### src/rtl/ps2_button_mapper_if.sv
// Keycode table write port for ps2_button_mapper.
//   master : drives table writes (host / hps side)
//   slave  : ps2_button_mapper
// Ports:
//   map_we   - one-cycle write strobe
//   map_addr - table index
//   map_data - {valid, ext_wild, code[8:0], btn_idx}
interface ps2_button_mapper_if #(
   parameter int NUM_BTN   = 8,
   parameter int MAP_DEPTH = 32
);
   localparam int AW = $clog2(MAP_DEPTH);
   localparam int BW = $clog2(NUM_BTN);

   logic              map_we;
   logic [AW-1:0]     map_addr;
   logic [11+BW-1:0]  map_data;

   modport master (output map_we, map_addr, map_data);
   modport slave  (input  map_we, map_addr, map_data);
endinterface

### src/rtl/ps2_button_mapper.sv
// Maps ps2_key toggle events and joystick bits onto active-low cabinet
// buttons through a runtime-writable keycode table scanned one entry per
// cycle. Provides per-button minimum-pulse stretching, a one-deep pending
// event buffer and a global keyboard release.
// Ports:
//   clk, rst_l    - core clock, async active-low reset
//   ps2_key       - [10] toggle, [9] pressed, [8:0] {ext, scancode}
//   joy           - joystick bits, active-high
//   joy_idx       - joystick bit index per button (slice b = button b)
//   joy_en        - per-button joystick enable
//   stretch_mask  - buttons that get minimum-pulse stretching
//   map_bus       - keycode table write port
//   clear_all     - drop all keyboard state, abort scan, drop pending event
//   btn_n         - button outputs, active-low, registered
//   btn_press     - one-cycle pulse on each 1->0 of btn_n
//   busy          - table scan in progress
//   overflow      - sticky, an event was dropped
//
// state | meaning
// ARM   | first cycle after reset, samples toggle without raising an event
// IDLE  | waiting for a ps2_key event
// SCAN  | walking table entries idx = 0 .. MAP_DEPTH-1 for event ev_q
module ps2_button_mapper #(
   parameter int NUM_BTN        = 8,
   parameter int MAP_DEPTH      = 32,
   parameter int JOY_W          = 16,
   parameter int STRETCH_CYCLES = 65535
) (
   input  logic                            clk,
   input  logic                            rst_l,
   input  logic [10:0]                     ps2_key,
   input  logic [JOY_W-1:0]                joy,
   input  logic [NUM_BTN*$clog2(JOY_W)-1:0] joy_idx,
   input  logic [NUM_BTN-1:0]              joy_en,
   input  logic [NUM_BTN-1:0]              stretch_mask,
   ps2_button_mapper_if.slave              map_bus,
   input  logic                            clear_all,
   output logic [NUM_BTN-1:0]              btn_n,
   output logic [NUM_BTN-1:0]              btn_press,
   output logic                            busy,
   output logic                            overflow
);
   localparam int AW = $clog2(MAP_DEPTH);
   localparam int BW = $clog2(NUM_BTN);
   localparam int JW = $clog2(JOY_W);
   localparam int CW = $clog2(STRETCH_CYCLES + 1);

   typedef enum logic [1:0] {ST_ARM, ST_IDLE, ST_SCAN} state_t;

   state_t               state;
   logic                 tog_q;
   logic [AW-1:0]        idx;
   logic [9:0]           ev_q;
   logic [9:0]           pend_q;
   logic                 pend_vld;
   logic [NUM_BTN-1:0]   key_state;

   logic [MAP_DEPTH-1:0] tbl_valid;
   logic [MAP_DEPTH-1:0] tbl_wild;
   logic [8:0]           tbl_code [MAP_DEPTH];
   logic [BW-1:0]        tbl_btn  [MAP_DEPTH];

   logic [NUM_BTN-1:0]   raw;
   logic [NUM_BTN-1:0]   raw_q;
   logic [NUM_BTN-1:0]   active;
   logic [CW-1:0]        cnt [NUM_BTN];

   logic ev_det;
   logic hit;
   logic btn_ok;
   logic last;

   // Only valid bits need a reset; the payload is don't-care until valid.
   always_ff @(posedge clk or negedge rst_l) begin
      if (!rst_l)
         tbl_valid <= '0;
      else if (map_bus.map_we)
         tbl_valid[map_bus.map_addr] <= map_bus.map_data[10+BW];
   end

   always_ff @(posedge clk) begin
      if (map_bus.map_we) begin
         tbl_wild[map_bus.map_addr] <= map_bus.map_data[9+BW];
         tbl_code[map_bus.map_addr] <= map_bus.map_data[8+BW:BW];
         tbl_btn[map_bus.map_addr]  <= map_bus.map_data[BW-1:0];
      end
   end

   assign ev_det = (state != ST_ARM) && (ps2_key[10] != tog_q);
   assign hit    = tbl_valid[idx] && (tbl_code[idx][7:0] == ev_q[7:0]) &&
                   (tbl_wild[idx] || (tbl_code[idx][8] == ev_q[8]));
   // Extra bit keeps the compare meaningful when NUM_BTN is a power of 2.
   assign btn_ok = {1'b0, tbl_btn[idx]} < (BW+1)'(NUM_BTN);
   assign last   = (idx == AW'(MAP_DEPTH - 1));

   always_ff @(posedge clk or negedge rst_l) begin
      if (!rst_l) begin
         state     <= ST_ARM;
         tog_q     <= 1'b0;
         idx       <= '0;
         ev_q      <= '0;
         pend_q    <= '0;
         pend_vld  <= 1'b0;
         key_state <= '0;
         busy      <= 1'b0;
         overflow  <= 1'b0;
      end else begin
         tog_q <= ps2_key[10];
         if (clear_all) begin
            key_state <= '0;
            pend_vld  <= 1'b0;
            idx       <= '0;
            state     <= ST_IDLE;
            busy      <= 1'b0;
         end else begin
            case (state)
               ST_ARM: state <= ST_IDLE;
               ST_IDLE: begin
                  if (ev_det) begin
                     ev_q  <= ps2_key[9:0];
                     idx   <= '0;
                     state <= ST_SCAN;
                     busy  <= 1'b1;
                  end
               end
               ST_SCAN: begin
                  if (hit && btn_ok)
                     key_state[tbl_btn[idx]] <= ev_q[9];
                  if (last) begin
                     idx <= '0;
                     // An event landing on the final cycle is not lost:
                     // it either becomes the next scan or refills pending.
                     if (pend_vld) begin
                        ev_q     <= pend_q;
                        pend_vld <= ev_det;
                        if (ev_det)
                           pend_q <= ps2_key[9:0];
                     end else if (ev_det) begin
                        ev_q <= ps2_key[9:0];
                     end else begin
                        state <= ST_IDLE;
                        busy  <= 1'b0;
                     end
                  end else begin
                     idx <= idx + 1'b1;
                     if (ev_det) begin
                        if (pend_vld) begin
                           overflow <= 1'b1;
                        end else begin
                           pend_q   <= ps2_key[9:0];
                           pend_vld <= 1'b1;
                        end
                     end
                  end
               end
               default: state <= ST_IDLE;
            endcase
         end
      end
   end

   always_comb begin
      raw    = '0;
      active = '0;
      for (int b = 0; b < NUM_BTN; b++) begin
         raw[b]    = key_state[b] | (joy_en[b] & joy[joy_idx[b*JW +: JW]]);
         active[b] = raw[b] | (cnt[b] != '0);
      end
   end

   always_ff @(posedge clk or negedge rst_l) begin
      if (!rst_l) begin
         raw_q     <= '0;
         btn_n     <= '1;
         btn_press <= '0;
         for (int b = 0; b < NUM_BTN; b++)
            cnt[b] <= '0;
      end else begin
         raw_q     <= raw;
         btn_n     <= ~active;
         btn_press <= btn_n & active;
         for (int b = 0; b < NUM_BTN; b++) begin
            if (clear_all)
               cnt[b] <= '0;
            else if (stretch_mask[b] && raw[b] && !raw_q[b])
               cnt[b] <= CW'(STRETCH_CYCLES);
            else if (cnt[b] != '0)
               cnt[b] <= cnt[b] - 1'b1;
         end
      end
   end
endmodule

### src/flat_wrapper.sv
// flat-port wrapper written by rule: the top's interface ports become plain ports
module ps2_button_mapper_flat 
#(
   parameter int NUM_BTN        = 8,
   parameter int MAP_DEPTH      = 32,
   parameter int JOY_W          = 16,
   parameter int STRETCH_CYCLES = 65535
)
  (clk, rst_l, ps2_key, joy, joy_idx, joy_en, stretch_mask, clear_all, btn_n, btn_press, busy, overflow, map_bus_map_we, map_bus_map_addr, map_bus_map_data);
  ps2_button_mapper_if #(.NUM_BTN(NUM_BTN), .MAP_DEPTH(MAP_DEPTH)) map_bus_i ();
  input  logic clk;
  input  logic rst_l;
  input  logic [10:0] ps2_key;
  input  logic [JOY_W-1:0] joy;
  input  logic [NUM_BTN*$clog2(JOY_W)-1:0] joy_idx;
  input  logic [NUM_BTN-1:0] joy_en;
  input  logic [NUM_BTN-1:0] stretch_mask;
  input  logic clear_all;
  output logic [NUM_BTN-1:0] btn_n;
  output logic [NUM_BTN-1:0] btn_press;
  output logic busy;
  output logic overflow;
  input wire logic [$bits(map_bus_i.map_we)-1:0] map_bus_map_we;
  input wire logic [$bits(map_bus_i.map_addr)-1:0] map_bus_map_addr;
  input wire logic [$bits(map_bus_i.map_data)-1:0] map_bus_map_data;
  assign map_bus_i.map_we = map_bus_map_we;
  assign map_bus_i.map_addr = map_bus_map_addr;
  assign map_bus_i.map_data = map_bus_map_data;
  ps2_button_mapper #(.NUM_BTN(NUM_BTN), .MAP_DEPTH(MAP_DEPTH), .JOY_W(JOY_W), .STRETCH_CYCLES(STRETCH_CYCLES)) u_core (.clk(clk), .rst_l(rst_l), .ps2_key(ps2_key), .joy(joy), .joy_idx(joy_idx), .joy_en(joy_en), .stretch_mask(stretch_mask), .map_bus(map_bus_i), .clear_all(clear_all), .btn_n(btn_n), .btn_press(btn_press), .busy(busy), .overflow(overflow));
endmodule
### config.mk
export PLATFORM = sky130hd
export DESIGN_NAME = ps2_button_mapper_flat
export DESIGN_NICKNAME = d
export VERILOG_FILES = /design/src/rtl/ps2_button_mapper_if.sv /design/src/rtl/ps2_button_mapper.sv /design/src/flat_wrapper.sv
export SDC_FILE = /design/constraint.sdc
export NUM_CORES = 1
export LEC_CHECK = 0
export BUFFER_PORTS_ARGS = -buffer_cell sky130_fd_sc_hd__buf_2
export CORE_ASPECT_RATIO = 0.75
export CORE_UTILIZATION = 55
export CTS_BUF_LIST = sky130_fd_sc_hd__clkbuf_8 sky130_fd_sc_hd__clkbuf_16
export DETAILED_ROUTE_END_ITERATION = 16
export GPL_TIMING_DRIVEN = 0
export PLACE_DENSITY = 0.72
export REMOVE_ABC_BUFFERS = 1
export SLEW_MARGIN = 0
export SYNTH_ARGS = -nofsm -noshare
export SYNTH_HDL_FRONTEND = slang
export SYNTH_SLANG_ARGS = --single-unit
### constraint.sdc
create_clock -name clk -period 3.4 [get_ports clk]
set_clock_uncertainty 0.2 [all_clocks]
set_input_delay 0.17 -clock clk [delete_from_list [all_inputs] [get_ports clk]]
set_output_delay 0.17 -clock clk [all_outputs]
set_load 0.1 [all_outputs]
==> run metrics <==
Sequential Power Share=0.470; area leader, netlist=edfxtp_1; Worst Setup Path Type=reg -> reg; Synth Flop Type=edfxtp_1; Final Hold Fails=0; Post-DRT Antenna Nets=0; proportion of layout cells with a drive suffix above 1=0.249; relative slew slack=0.372; Net Sw Frac=0.295; die height=197 um; gr usage total=0.251; EDFF count, synth=416; H-tree Lvls=2; overall routed net length=64.4 mm; DP HPWL=40.0 mm; Sink Count=639; initial core utilization=0.556; maximum VDD drop=0.000593 V; I/O pins=116; top area cells in the synthesized netlist=edfxtp_1 45%, dfrtp_1 19%, mux4_2 10%; Placeable Area=0.0501 mm2; Fill cells=3,528; initial drt markers=1,625; largest net degree at the start of global routing=124; nets=2,149; leakage power total=11.9 nW; DR vias=16,900; First-pass DRT Iterations=7; Worst Hold Class=in -> reg; worst path required time=3690 ps; CTS max path bufs=3; CP Capture Type=flip-flop; Pwr Total=0.0211 W; Mean Syn Cell Area=15.2 um2; drt via density=6.14; die width=262 um; area delta synth->final=16.2%; Final Util=0.646; TritonCTS clock tree=done; Buffers on Ports=115; NetSw=0.00625 W; Async S/R FF share, synth=0.349; root buffer cell=clkbuf_16; worst skew pair latency=620 ps; ANT cells=0; setup TNS=0 ps; RePlAce Congestion=0.824; post-route minimum period=3250 ps; Post-route DRC=0; Cell Int Power=0.0149 W; Post-Syn Area=0.0279 mm2; Synth Warn #=0; first-pass GRT wire length=97.6 mm; Rows=71; Num CTS Buffers=59; GRT overflow=0; reg2reg setup slack=150 ps; fin. max-slew vios=0; status=completed; crit share post-route=0.957; clock power share=0.314; CTS clk-pin slew, worst paths=60 ps; share of the synthesized area in the top cell type=0.448; combinational share of power=0.216; Mapped Cells=1,838; count of cell types in the netlist=65; # setup viols final=0; Wirelength per Cell=23.4 um; Least-Margin Pin Slew=940 ps; fmax=307 MHz; critical path fanouts, max=22; Yosys reg bits=639; vias in the first global route=16,800; die area=0.0516 mm2; register area share after synthesis=0.649; Worst setup SP type=flip-flop; initial antenna violation count=0; worst hold margin=28.6 ps; power per cell area=653 mW/mm2; Critical Path AT=3540 ps; maxcap violations=0
==> routing by layer <==
layer / GRT usage / share of wire / vias up
li1: - / - / 7510
met1: 0.371 / 0.44 / 8642
met2: 0.382 / 0.47 / 631
met3: 0.0495 / 0.075 / 102
met4: 0.0732 / 0.023 / 0
met5: 0 / 0 / -
==> state kept, by name, indices dropped and copies added, names as in the netlist, 2 cells and up <==
register / count
u_core.cnt: 128
u_core.state: 2
u_core.ev_q: 10
u_core.tbl_code: 288
u_core.key_state: 8
u_core.idx: 5
u_core.btn_n: 8
u_core.btn_press: 8
u_core.tbl_btn: 96
u_core.raw_q: 8
u_core.tbl_wild: 32
u_core.pend_q: 10
u_core.tbl_valid: 32
==> final timing paths <==
check,cells after the start,endpoint,startpoint
worst max-delay path,12,u_core.key_state[3],u_core.idx[0]
worst min-delay path,2,u_core.tog_q,ps2_key[10]
worst max register to register,12,u_core.key_state[3],u_core.idx[0]
worst min register to register,1,u_core.tbl_valid[11],u_core.tbl_valid[11]
max in group asynchronous,4,u_core.cnt[122],rst_l
min in group asynchronous,3,u_core.cnt[120],rst_l
==> cell usage in the layout, fill, tap and decap left out, types with 6 or more instances in the layout <==
| cell type | instances |
|---|---|
| a21o_1 | 15 |
| a21oi_1 | 141 |
| a22o_1 | 6 |
| a22oi_1 | 25 |
| a31oi_1 | 6 |
| buf_12 | 6 |
| buf_16 | 7 |
| buf_2 | 113 |
| buf_4 | 7 |
| buf_8 | 30 |
| bufinv_16 | 6 |
| clkbuf_16 | 60 |
| clkbuf_8 | 6 |
| clkinv_2 | 17 |
| dfrtp_1 | 210 |
| dfstp_2 | 8 |
| dlygate4sd3_1 | 50 |
| edfxtp_1 | 416 |
| ha_1 | 10 |
| inv_1 | 35 |
| mux2_2 | 61 |
| mux2i_1 | 84 |
| mux4_2 | 124 |
| nand2_1 | 106 |
| nand2b_1 | 22 |
| nand3_1 | 23 |
| nand3b_1 | 20 |
| nand4_1 | 21 |
| nor2_1 | 82 |
| nor2_2 | 35 |
| nor2b_1 | 23 |
| nor3_1 | 54 |
| nor3b_1 | 7 |
| nor4_1 | 17 |
| o21ai_0 | 23 |
| or3_1 | 7 |
| or4_1 | 13 |
| xnor2_1 | 60 |
| xor2_1 | 51 |
==> synth_stat cells (50+ instances only) <==
cell and instances:
dfrtp_1 215, xor2_1 52, xnor2_1 60, mux2_2 61, nor2_1 117, a21oi_1 141, mux4_2 124, nand2_1 106
mux2i_1 86, nor3_1 56, edfxtp_1 416, clkbuf_1 50
==> through the flow <==
step | cell area, um2 | worst slack [ps] | instances
6_report | 32400 | 145 | 2749
2_1_floorplan | 27500 | -3930 | 1762
3_3_place_gp | 28900 | -6400 | 2534
3_5_place_dp | 29600 | -785 | 2573
5_1_grt | 32400 | -14.4 | 2749
4_1_cts | 32200 | 19.3 | 2743
==> kinds of logic (layout without fill, tap and decap cells) <==
logic type,after synthesis,after routing,share of synthesized area
flip-flops,639,639,0.649
AO/OA/AOI/OAI,257,257,0.0580
XOR/XNOR,112,112,0.0352
AND/OR/NAND/NOR,452,452,0.0807
multiplexers,271,271,0.156
buffers and inverters,97,351,0.0169
adder cells (fa/ha/maj),10,10,0.00449
==> power by group through the flow <==
stage	registers, W	clock network (W)	logic, W
after detailed placement	0.0101	0	0.00443
after global placement	0.0100	0	0.00423
after global routing	0.0101	0.00703	0.00509
after floorplan	0.0103	0	0.00314
after CTS	0.00992	0.00674	0.00455
final	0.00994	0.00664	0.00457
==> worst max-delay path, cell delays in order, from the launching register on <==
cell and delay [ps]:
dfrtp_4 500, buf_4 180, buf_4 170, clkbuf_16 220, mux2_2 260, o22ai_1 70, o211ai_1 240, nand4_1 190
xnor2_1 250, a2111oi_4 340, buf_4 210, nand4_1 130, mux2i_1 150
==> area by class of cell <==
| cell class | instances | area [um2] | share of cell area |
|---|---|---|---|
| flip-flops and latches | 639 | 18100 | 0.559 |
| repair inverters | 1 | 7.51 | 0.000232 |
| repair buffers | 217 | 1960 | 0.0606 |
| clock inverters | 47 | 379 | 0.0117 |
| well taps | 657 | 822 | 0.0254 |
| multi-input cells | 1102 | 9460 | 0.292 |
| inverters | 21 | 82.6 | 0.00255 |
| clock buffers | 65 | 1560 | 0.0482 |
==> what timing repair did <==
item | CTS | global route
pin swaps | 2 | 0
buffers inserted | 6 | 5
endpoints found under the setup margin | 18 | 19
cloned | 2 | 1
hold buffers | 50 | 0
gates resized for setup | 13 | 9
hold endpoints to repair | 626 | 0
Note: power is estimated with default switching activity, not from simulation.
